[config.mk]
export PLATFORM = sky130hd
export DESIGN_NAME = register_write_queue
export DESIGN_NICKNAME = d
export VERILOG_FILES = /design/src/rtl/register_write_queue.sv
export SDC_FILE = /design/constraint.sdc
export NUM_CORES = 1
export LEC_CHECK = 0
export BUFFER_PORTS_ARGS = -buffer_cell sky130_fd_sc_hd__buf_2
export CORE_UTILIZATION = 42
export CTS_BUF_LIST = sky130_fd_sc_hd__clkbuf_8
export CTS_CLUSTER_SIZE = 28
export DETAILED_ROUTE_END_ITERATION = 16
export SKIP_CTS_REPAIR_TIMING = 1
export SLEW_MARGIN = 10
export SYNTH_ARGS = -nofsm -noshare
export SYNTH_HDL_FRONTEND = slang
export SYNTH_SLANG_ARGS = --single-unit
[constraint.sdc]
create_clock -name clock -period 9.39 [get_ports clock]
set_input_delay 2.3475 -clock clock [delete_from_list [all_inputs] [get_ports clock]]
set_output_delay 2.3475 -clock clock [all_outputs]
set_load 0.02 [all_outputs]
[src/rtl/register_write_queue.sv]
// register_write_queue: in-order buffered write front-end for one register-file
// write port. Requests enter over valid/ready, sit in a DEPTH-entry circular
// FIFO and drain one per cycle unless stalled or flushed.
// Optional forwarding lookup over pending entries is enabled by defining the
// macro REGISTER_WRITE_QUEUE_FORWARD_EN; otherwise lookup outputs are tied to 0.
module register_write_queue #(
    parameter int N_BIT_DATA    = 32,
    parameter int N_BIT_ADDRESS = 16,
    parameter int DEPTH         = 8
) (
    input  logic                             clock,
    input  logic                             reset_n,
    input  logic                             req_valid,
    output logic                             req_ready,
    input  logic [N_BIT_ADDRESS-1:0]         req_address,
    input  logic [N_BIT_DATA-1:0]            req_data,
    input  logic                             stall,
    input  logic                             flush,
    output logic                             wr_enable,
    output logic [N_BIT_ADDRESS-1:0]         wr_address,
    output logic [N_BIT_DATA-1:0]            wr_data,
    output logic [$clog2(DEPTH+1)-1:0]       count,
    output logic                             empty,
    output logic                             full,
    input  logic [N_BIT_ADDRESS-1:0]         lookup_address,
    output logic                             lookup_hit,
    output logic [N_BIT_DATA-1:0]            lookup_data
);

    localparam int PTR_W = $clog2(DEPTH);
    localparam int CNT_W = $clog2(DEPTH+1);

    typedef struct packed {
        logic [N_BIT_ADDRESS-1:0] address;
        logic [N_BIT_DATA-1:0]    data;
    } entry_t;

    entry_t             mem [DEPTH];
    logic [PTR_W-1:0]   rd_ptr_q, rd_ptr_d;
    logic [PTR_W-1:0]   wr_ptr_q, wr_ptr_d;
    logic [CNT_W-1:0]   count_q, count_d;
    logic               push, pop;

    assign empty     = (count_q == '0);
    assign full      = (count_q == CNT_W'(DEPTH));
    assign count     = count_q;

    // A full queue never accepts, even if the head drains this cycle.
    assign req_ready = reset_n && !full && !flush;
    assign wr_enable = !empty && !stall && !flush;
    assign push      = req_valid && req_ready;
    assign pop       = wr_enable;

    assign wr_address = empty ? '0 : mem[rd_ptr_q].address;
    assign wr_data    = empty ? '0 : mem[rd_ptr_q].data;

    // Next-state for pointers and occupancy; flush empties the queue.
    always_comb begin
        // NOTE: every variable gets a default first so no latch is inferred.
        rd_ptr_d = rd_ptr_q;
        wr_ptr_d = wr_ptr_q;
        count_d  = count_q;
        if (flush) begin
            rd_ptr_d = '0;
            wr_ptr_d = '0;
            count_d  = '0;
        end else begin
            if (push) wr_ptr_d = wr_ptr_q + 1'b1;
            if (pop)  rd_ptr_d = rd_ptr_q + 1'b1;
            unique case ({push, pop})
                2'b10:   count_d = count_q + 1'b1;
                2'b01:   count_d = count_q - 1'b1;
                default: count_d = count_q;
            endcase
        end
    end

    // Control state: cleared immediately by reset, otherwise follows next-state.
    always_ff @(posedge clock or negedge reset_n) begin
        if (!reset_n) begin
            // NOTE: non-blocking assignments for all sequential state so every
            // register samples pre-edge values regardless of block order.
            rd_ptr_q <= '0;
            wr_ptr_q <= '0;
            count_q  <= '0;
        end else begin
            rd_ptr_q <= rd_ptr_d;
            wr_ptr_q <= wr_ptr_d;
            count_q  <= count_d;
        end
    end

    // Entry storage: written on accept only.
    always_ff @(posedge clock) begin
        // NOTE: storage is deliberately not reset; validity comes from count_q,
        // so stale contents are never observable.
        if (push) mem[wr_ptr_q] <= '{address: req_address, data: req_data};
    end

`ifdef REGISTER_WRITE_QUEUE_FORWARD_EN
    // Forwarding: scan oldest to youngest so the youngest match wins.
    always_comb begin
        logic [PTR_W-1:0] idx;
        lookup_hit  = 1'b0;
        lookup_data = '0;
        idx         = '0;
        for (int i = 0; i < DEPTH; i++) begin
            idx = rd_ptr_q + PTR_W'(i);
            if ((CNT_W'(i) < count_q) && (mem[idx].address == lookup_address)) begin
                lookup_hit  = 1'b1;
                lookup_data = mem[idx].data;
            end
        end
    end
`else
    // Forwarding disabled: query address is ignored.
    logic unused_lookup;
    assign unused_lookup = ^lookup_address;
    assign lookup_hit    = 1'b0;
    assign lookup_data   = '0;
`endif

endmodule

Word level (Yosys, flattened, before mapping)
Memory sizes are Yosys's and may differ from the RTL's.
Cells that the tools add are included.
W data, S select, Z words.
{"block": "totals", "reg_bits": 10, "output_inout_bits": 89, "ram_bits": 384, "memories": 1, "inputBits": 69, "wordCells": 34}
{"block": "classes", "mux": 10, "n_eq_ne": 3, "add_sub_neg": 4, "reduce_logical": 13}
{"name": "mem", "words": 8, "word_bits": 48, "read_ports": 1, "rd_clocked_by_memory_dff": 0, "write_ports": 1, "line_no": "38", "text": "entry_t mem [DEPTH];"}
{"operator": "$mux W32", "count": 1}
{"operator": "$mux W16", "count": 1}
{"operator": "$mux W3", "count": 4}
{"operator": "$pmux W4 S2", "count": 1}
{"operator": "$add A3 B1 Y3 const B", "count": 2}
{"operator": "$logic_and A1 B1 Y1", "count": 5}
{"operator": "$add A4 B1 Y4 const B", "count": 1}
{"operator": "$eq A4 B4 Y1 const B", "count": 1}
{"operator": "$logic_not A1 Y1", "count": 4}
{"operator": "$logic_not A4 Y1", "count": 1}
{"operator": "$mux W4", "count": 1}
{"operator": "$reduce_bool A2 Y1", "count": 2}
{"operator": "$sub A4 B1 Y4 const B", "count": 1}
{"operator": "$reduce_bool A3 Y1", "count": 1}
{"operator": "$eq A2 B1 Y1 const B", "count": 1}
{"operator": "$eq A2 B2 Y1 const B", "count": 1}
{"operator": "$mux W1", "count": 2}

Longest topological paths before layout
Gate-level depths: netlist of run 1.
{"block": "depth", "word_depth": 8, "ltp_mapped": 11, "mapped_depth_nobuf": 9}

Worst setup path after synthesis of run 1
OpenSTA, ideal clock, no wires.
{"block": "synth_path", "kind": "input -> register", "start": "input flush", "end": "memory mem[4][0] in the netlist's numbering (enable)", "stages": 3, "t_required_ps": 8800, "setup_ps": 590, "path_buffers": 1, "arrival_ps": 7685, "setup_slack_ps": 1115, "cell_sequence": "nand4bb_1 buf_4 nor4b_1"}
{"block": "synth_via", "elab_chain_len": 5}
{"item": "start, declared", "line_no": "18", "text": "input logic flush,"}
{"item": "$logic_not A1 Y1", "line_no": "49", "text": "assign req_ready = reset_n && !full && !flush;"}
{"item": "$logic_and A1 B1 Y1", "line_no": "49"}
{"item": "$logic_and A1 B1 Y1", "line_no": "51", "text": "assign push = req_valid && req_ready;"}
{"item": "$mux W1", "line_no": "97", "text": "if (push) mem[wr_ptr_q] <= '{address: req_address, data: req_data};"}
{"item": "$mux W1 (implied by the code)", "line_no": "97"}
{"item": "end, declared", "line_no": "38"}
No other way between the ends.

Final worst setup path of run 1
{"block": "layout_path", "start": "register rd_ptr_q[0]", "end": "output wr_data[25]"}
{"block": "layout_via", "elab_chain_len": 2}
{"item": "start, declared", "line_no": "39", "text": "logic [PTR_W-1:0] rd_ptr_q, rd_ptr_d;"}
{"item": "start signal, assigned", "line_no": "87", "text": "rd_ptr_q <= rd_ptr_d;"}
{"item": "$mem_v2 Z8 W48"}
{"item": "$mux W32", "line_no": "55", "text": "assign wr_data = empty ? '0 : mem[rd_ptr_q].data;"}
{"item": "end, declared", "line_no": "21", "text": "output logic [N_BIT_DATA-1:0] wr_data,"}
No other way between the ends.

==> run summary, run 1 <==
* **outcome** finished, final reports clean
* **Placed Cells** 1284
* **smallest setup slack after layout** 3748 ps
* **cell area after synthesis** 0.01553 sq mm
* **sum of met2 wire segment lengths after detailed routing** 15070 um
* **combined global-route utilization of all metal layers** 16.69%
* **ys flop type** edfxtp_1
* **largest net degree at the start of global routing** 72
* **routed vias** 7254
* **number of top-level pins** 158
* **Clock transition at path regs** 60 ps
* **Yosys Warn Count** 0
* **Clock Tree Buf Depth** 3
* **number of endpoints with negative hold slack in the final report** 0
* **cell with the largest stage delay on the worst path** dfrtp_4
* **kind of path behind the tightest hold check** register to register
* **Worst Setup Start Kind** register
* **synthesized area divided by synthesized cell count** 21.31 sq um
* **count of flip-flops with a built-in enable after synthesis** 384
* **amount of wire on met3 after detailed routing** 1480 um
* **final wirelength** 30740 um
* **Critical Path AT** 3290 ps
* **synthesized instance count** 729
* **highest net fanout along the worst path** 35
* **minimum clock period** 5642 ps
* **critical path buffer and inverter count** 2
* **Seq cells post-synth** 394
* **post-detailed-route via-to-cell ratio** 5.222
* **cell chosen for the clock root** clkbuf_8
* **vertical extent of the die** 194.3 um
* **fin. max-slew vios** 0
* **worst-case setup slack after placement** 3816 ps
* **GP Congestion** 0.7230
* **Finished Layout Cells** 1389
* **wire per inst** 22.13 um
* **Design Power** 4538 uW
* **dpl hpwl** 16030 um
* **largest vdd supply drop** 0.1756 mV
* **Leakage Power** 0.005710 uW
* **cell family with most CP delay** buffers and inverters
* **wire length of the first global-routing pass** 46770 um
* **clock insertion delay at the later pin of the skew report** 610 ps
* **kind of capture point of the worst setup path** output port
* **commonest cells after routing, fill and taps aside** edfxtp_1 (384), buf_2 (108), mux4_2 (96), clkbuf_8 (62), nor2_1 (54)
* **share of flip-flops with an asynchronous set or reset** 2.538%
* **worst relative slew slack** 28.64%
* **top routing layer used** met5
* **H-tree lvl count** 2
* **area added between synthesis and finish** 13.07%
* **final setup TNS** 0 ps
* **IO Port Bufs** 108
* **required time of the critical path** 7040 ps
* **distinct cell type count of the synthesized netlist** 40
* **most common cell after layout, fill and taps aside** edfxtp_1
* **Pre-antenna DRT Iters** 4
* **TritonCTS buffer count** 60
* **area of the die** 0.03775 sq mm
* **antenna violations before repair** 4
* **number of max-cap violations** 0
* **number of global-route vias before repair** 7613
* **worst setup path category** register to output port
* **setup repair after global routing missed its margin** false
* **Max Clock Skew** 23.98 ps
* **total setup violations reported at the end of the flow** 0
* **# rows** 70
* **Antenna Violating Nets Remaining** 0
* **total power divided by cell area** 258.4 mW/mm^2
* **Die Wd** 194.3 um
* **routed length on met1** 13630 um
* **Tightest Pin Transition** 1070 ps
* **number of nets at the end of the flow** 951
* **post-route clock period utilization** 60.08%
* **Max Clk Rate** 177.3 MHz
* **core footprint** 0.03652 sq mm
* **number of DRC violations after detailed-routing iteration 0** 488
* **proportion of layout cells with a drive suffix above 1** 33.51%
* **overall overflow remaining after global route** 0
* **Seq/Total Area, Yosys** 75.85%
* **crit-path cells** buf_4, mux4_2, mux2i_1, nor2_1, buf_2
* **TritonCTS clock tree** built
* **Largest stage delay, worst path** 850 ps
* **effective utilization at floorplan** 42.53%
* **DRC violation count after routing** 0
* **Sink Count** 394
cell type report:
cell class	count	area, sq um
Antenna cell	2	5.005
Clock buffer	62	853.3
Clock inverter	41	165.2
Fill cell	3056	18960
Inverter	1	3.754
Multi-Input combinational cell	293	3466
Sequential cell	394	11790
Tap cell	468	585.6
Timing Repair Buffer	128	690.7
cell usage after synthesis (2+ instances only):
master / number / area (sq um)
nor3b_1: 3 / 22.52
dfrtp_1: 10 / 250.2
xnor2_1: 3 / 26.28
o21ai_1: 6 / 30.03
nor3_1: 6 / 30.03
buf_4: 39 / 292.8
mux4_2: 96 / 2162
nand2_1: 9 / 33.78
xor2_1: 3 / 26.28
clkbuf_1: 17 / 63.81
nor4b_1: 2 / 17.52
nand3b_1: 2 / 15.01
edfxtp_1: 384 / 11530
a21oi_1: 2 / 10.01
nor2_1: 55 / 206.5
ha_1: 4 / 50.05
or3_1: 2 / 12.51
mux2i_1: 49 / 490.5
buf_2: 16 / 80.08
final timing paths:
path                               endpoint   startpoint  depth (start not counted)  slack, ps
worst max-delay path            wr_data[25]  rd_ptr_q[0]                          5       3750
worst min-delay path               count[3]     count[3]                          1        660
worst max register to register   mem[6][17]     count[1]                          4       6010
worst min register to register     count[3]     count[3]                          1        660
max in group asynchronous       rd_ptr_q[2]      reset_n                          1       7490
min in group asynchronous          count[1]      reset_n                          1       1630
routing by layer:
layer  GRT usage, %  vias up
met5              0        -
met3          3.713       44
met4          4.762        4
li1               -     3216
met2          27.05      187
met1          22.82     3803
sequential cells by signal (all words and copies together), names as in the netlist:
register / count
wr_ptr_q: 3
mem: 384
count: 4
rd_ptr_q: 3
kinds of logic after synthesis:
kind of cell | synth area share (%)
multiplexers | 17.08
AND/OR/NAND/NOR | 2.844
XOR/XNOR | 0.3384
AO/OA/AOI/OAI | 0.6365
adder cells (fa/ha/maj) | 0.3222
flip-flops | 75.85
buffers and inverters | 2.908
other | 0.02414
power by group:
part	leakage [uW]	switching, uW	internal, uW
Combinational	0.00154	740	534
Clock	0.000586	608	603
Sequential	0.00359	84.7	1970
Total	0.00571	1430	3110
through the flow:
stage / hold WS, ps / utilization [%] / cell area (sq um)
2_1_floorplan: 547.8 / - / 15650
6_report: 657.7 / 48.09 / 17560
4_1_cts: 665.2 / 48.07 / 17560
3_5_place_dp: 654.8 / 45.28 / 16540
5_1_grt: 690.9 / 48.07 / 17560
3_3_place_gp: 639.8 / 45.28 / 16540
(Power assumes the default switching activity.)
==> run 2, diff against run 1 <==
==> constraint.sdc (replaced) <==
create_clock -name clock -period 5.59 [get_ports clock]
set_input_delay 1.3975 -clock clock [delete_from_list [all_inputs] [get_ports clock]]
set_output_delay 1.3975 -clock clock [all_outputs]
set_load 0.02 [all_outputs]
==> run 2 against run 1 <==
  * Via count is 1.3% higher
  * Clock skew down 4.4 ps
  * Largest cell class unchanged
  * Critical path depth did not move
  * Cell area up 2.0%
  * Register-to-register slack worse by 3500 ps
  * Critical path type unchanged
  * Die area unchanged
  * Combinational power increased by 68%
==> run summary, run 2 (synthesized netlist as in run 1, its figures left out) <==
* **outcome** finished, final reports clean
* **post-route clock period utilization** 77.62%
* **H-tree lvl count** 3
* **setup repair after global routing missed its margin** false
* **cell with the largest stage delay on the worst path** dfrtp_4
* **smallest setup slack after layout** 1251 ps
* **wire length of the first global-routing pass** 46970 um
* **Design Power** 7953 uW
* **routed vias** 7350
* **worst setup path category** register to output port
* **Leakage Power** 0.005867 uW
* **fin. max-slew vios** 0
* **number of global-route vias before repair** 7763
* **core footprint** 0.03652 sq mm
* **Max Clk Rate** 230.5 MHz
* **IO Port Bufs** 108
* **number of max-cap violations** 0
* **required time of the critical path** 4190 ps
* **# rows** 70
* **area added between synthesis and finish** 15.28%
* **number of cells on the worst reg-to-reg path** 8
* **FF-to-FF Start** count[1]
* **top register by number of flip-flops** mem
* **Clock Tree Buf Depth** 3
* **kind of path behind the tightest hold check** register to register
* **Die Wd** 194.3 um
* **highest net fanout along the worst path** 40
* **final wirelength** 30650 um
* **Critical Path AT** 2940 ps
* **amount of wire on met3 after detailed routing** 1704 um
* **overall overflow remaining after global route** 0
* **most common cell after layout, fill and taps aside** edfxtp_1
* **total setup violations reported at the end of the flow** 0
* **Largest stage delay, worst path** 980 ps
* **number of top-level pins** 158
* **sum of met2 wire segment lengths after detailed routing** 14570 um
* **proportion of layout cells with a drive suffix above 1** 34.47%
* **number of nets at the end of the flow** 962
* **TritonCTS buffer count** 66
* **Worst Setup Start Kind** register
* **largest vdd supply drop** 0.2683 mV
* **vertical extent of the die** 194.3 um
* **kind of capture point of the worst setup path** output port
* **crit-path cells** buf_12, mux4_2, mux2i_1, nor2_1, buf_2
* **minimum clock period** 4339 ps
* **hold path start** count[3]
* **Sink Count** 394
* **number of cells on the worst hold path** 1
* **commonest cells after routing, fill and taps aside** edfxtp_1 (384), buf_2 (108), mux4_2 (96), clkbuf_8 (72), nor2_1 (54)
* **routed length on met1** 13840 um
* **worst relative slew slack** 34.48%
* **dpl hpwl** 16100 um
* **flop-to-flop setup slack** 2550 ps
* **largest net degree at the start of global routing** 56
* **effective utilization at floorplan** 42.53%
* **Tightest Pin Transition** 978.7 ps
* **area of the die** 0.03775 sq mm
* **total power divided by cell area** 444.1 mW/mm^2
* **Antenna Violating Nets Remaining** 0
* **cell chosen for the clock root** clkbuf_8
* **endpoint of the worst register-to-register path** count[3]
* **number of endpoints with negative hold slack in the final report** 0
* **wire per inst** 21.77 um
* **destination of the worst hold path** count[3]
* **number of DRC violations after detailed-routing iteration 0** 463
* **antenna violations before repair** 5
* **top routing layer used** met5
* **GP Congestion** 0.7320
* **combined global-route utilization of all metal layers** 16.83%
* **TritonCTS clock tree** built
* **DRC violation count after routing** 0
* **clock insertion delay at the later pin of the skew report** 560 ps
* **worst-case setup slack after placement** 1732 ps
* **final design utilization** 49.03%
* **post-detailed-route via-to-cell ratio** 5.220
* **Clock transition at path regs** 60 ps
* **Max Clock Skew** 19.58 ps
* **Pre-antenna DRT Iters** 7
* **minimum hold slack** 658.7 ps
* **number of flip-flops in the largest register** 384
* **final setup TNS** 0 ps
-- run 2: worst max-delay path by stage --
stage | depth (start not counted) | endpoint | from | slack (ps)
after global placement | 5 | wr_data[26] | rd_ptr_q[0] | 1710
final | 5 | wr_data[26] | rd_ptr_q[0] | 1250
after detailed placement | 5 | wr_data[26] | rd_ptr_q[0] | 1730
after CTS | 5 | wr_data[26] | rd_ptr_q[0] | 1090
after floorplan | 3 | mem[6][0] | flush | 30
after global routing | 5 | wr_data[26] | rd_ptr_q[0] | 1000
-- run 2: layout make-up --
type	count	area (sq um)
flip-flops and latches	394	11790
clock buffers	72	991.0
fillers	3043	18620
clock inverters	44	224.0
inverters	1	3.754
multi-input cells	293	3511
repair buffers	133	790.8
diodes	3	7.507
well taps	468	585.6
-- run 2: where the power goes --
group          switching (uW)  internal, uW
clock                    1060          1270
sequential                189          3310
combinational            1200           929
total                    2450          5500
-- run 2: layer usage --
layer  global-route usage, %  vias up
li1                        -     3249
met1                   23.26     3850
met2                   26.49      194
met3                   4.095       51
met4                   5.262        6
met5                       0        -
-- run 2: stage by stage --
step / area, sq um / cells
4_1_cts: 17900 / 1405
3_3_place_gp: 16680 / 1289
6_report: 17910 / 1408
3_5_place_dp: 16680 / 1289
2_1_floorplan: 15690 / 761
5_1_grt: 17900 / 1405
-- run 2: worst max-delay path: cells and delay by family (launching register included) --
kind	cells	cell delay, ps
buf+inv	2	530
mux	2	750
flops	1	980
simple gates	1	80
==> run 3, diff against run 2 <==
==> constraint.sdc (replaced) <==
create_clock -name clock -period 4 [get_ports clock]
set_input_delay 1 -clock clock [delete_from_list [all_inputs] [get_ports clock]]
set_output_delay 1 -clock clock [all_outputs]
set_load 0.02 [all_outputs]
==> run 3 against run 2 <==
  * Total power rose by 39%
  * Clock power rose by 34%
  * Critical endpoint is now wr_data[29]
  * Die area did not move
  * Register-to-register slack got worse by 1300 ps
  * Count of clock-buffer cells in the layout fell by 4
  * Cell area rose by 0.11%
  * Worst hold slack got worse by 340 ps
  * Sequential cell count did not move
  * Combinational power rose by 48%
  * First-iteration DRC count rose by 16%
  * Critical path depth did not move
  * Setup slack got worse by 810 ps
==> run summary, run 3 (synthesized netlist as in run 1, its figures left out) <==
* **Tightest Pin Transition** 742.4 ps
* **Leakage Power** 0.005853 uW
* **effective utilization at floorplan** 42.53%
* **Max Clk Rate** 280.8 MHz
* **number of DRC violations after detailed-routing iteration 0** 538
* **# rows** 70
* **proportion of layout cells with a drive suffix above 1** 34.75%
* **combined area of the multi-input logic cells** 0.003517 sq mm
* **TritonCTS buffer count** 66
* **area of the die** 0.03775 sq mm
* **core footprint** 0.03652 sq mm
* **number of global-route vias before repair** 7819
* **dpl hpwl** 16570 um
* **overall overflow remaining after global route** 0
* **Clock transition at path regs** 60 ps
* **Pre-antenna DRT Iters** 5
* **highest net fanout along the worst path** 22
* **smallest setup slack after layout** 438.7 ps
* **number of nets at the end of the flow** 964
* **routed vias** 7363
* **kind of path behind the tightest hold check** input port to asynchronous set/reset pin
* **total power divided by cell area** 616.2 mW/mm^2
* **DRC violation count after routing** 0
* **number of max-cap violations** 0
* **Worst Setup Start Kind** register
* **IO Port Bufs** 108
* **cell chosen for the clock root** clkbuf_8
* **required time of the critical path** 3000 ps
* **Placed Instance Area** 0.01677 sq mm
* **number of flip-flops in the largest register** 384
* **post-detailed-route via-to-cell ratio** 5.218
* **most common cell after layout, fill and taps aside** edfxtp_1
* **worst setup path category** register to output port
* **TritonCTS clock tree** built
* **fin. max-slew vios** 0
* **# fillers** 3046
* **Sink Count** 394
* **setup repair after global routing missed its margin** false
* **H-tree lvl count** 3
* **post-route clock period utilization** 89.03%
* **total setup violations reported at the end of the flow** 0
* **antenna violations before repair** 4
* **number of endpoints with negative hold slack in the final report** 0
* **final wirelength** 30850 um
* **Design Power** 11050 uW
* **wire length of the first global-routing pass** 47090 um
* **clock insertion delay at the later pin of the skew report** 560 ps
* **number of cells on the worst reg-to-reg path** 8
* **vertical extent of the die** 194.3 um
* **GP Congestion** 0.7429
* **top register by number of flip-flops** mem
* **final setup TNS** 0 ps
* **largest vdd supply drop** 0.3615 mV
* **commonest cells after routing, fill and taps aside** edfxtp_1 (384), buf_2 (108), mux4_2 (96), clkbuf_8 (68), nor2_1 (54)
* **worst relative slew slack** 50.51%
* **wire per inst** 21.86 um
* **largest net degree at the start of global routing** 56
* **number of top-level pins** 158
* **minimum clock period** 3561 ps
* **Max Clock Skew** 21.86 ps
* **area taken by flip-flops and latches** 0.01179 sq mm
* **outcome** finished, final reports clean
* **Antenna Violating Nets Remaining** 0
* **combined global-route utilization of all metal layers** 16.69%
* **Critical Path AT** 2560 ps
* **area added between synthesis and finish** 15.41%
* **worst-case setup slack after placement** 730.2 ps
* **Die Wd** 194.3 um
* **final design instance area without fill** 0.01793 sq mm
* **kind of capture point of the worst setup path** output port
* **Clock Tree Buf Depth** 3
## run 3: final cells by class
cell class              instances  area share, %
inverters                       1        0.02094
well taps                     468          3.267
clock buffers                  68          5.221
diodes                          2        0.02792
clock inverters                50          1.214
repair buffers                135          4.844
multi-input cells             293          19.62
flip-flops and latches        394          65.79
## run 3: layer usage
metal	track usage [%]	vias up	wire length (um)
li1	-	3254	-
met1	23.71	3839	13980
met2	25.46	219	14520
met3	4.581	45	1927
met4	4.556	6	387
met5	0	-	34
## run 3: through the flow
stage | utilization (%) | hold slack [ps] | cells
3_3_place_gp | 45.91 | 635.7 | 1291
6_report | 49.08 | 322.6 | 1411
5_1_grt | 49.07 | 303.4 | 1409
3_5_place_dp | 45.91 | 683.9 | 1291
2_1_floorplan | - | 609.2 | 761
4_1_cts | 49.07 | 290.8 | 1409
## run 3: critical path, cell delays in order, from the launching register on
cell,delay (ps)
dfrtp_4,660
buf_12,270
mux4_2,520
mux2i_1,300
nor2_1,60
buf_2,170
## run 3: where the power goes
part           internal, uW  switching [uW]  leakage, uW
Sequential             4620             162      0.00359
Clock                  1590            1530     0.000663
Combinational          1350            1800      0.00160
## run 3: path summary, 6_finish.rpt
path | startpoint | end | slack [ps]
max | rd_ptr_q[0] | wr_data[29] | 440
min | reset_n | count[2] | 320
max reg2reg | count[1] | count[3] | 1250
min reg2reg | count[3] | count[3] | 680
max in group asynchronous | reset_n | rd_ptr_q[0] | 3420
min in group clock | count[3] | count[3] | 680
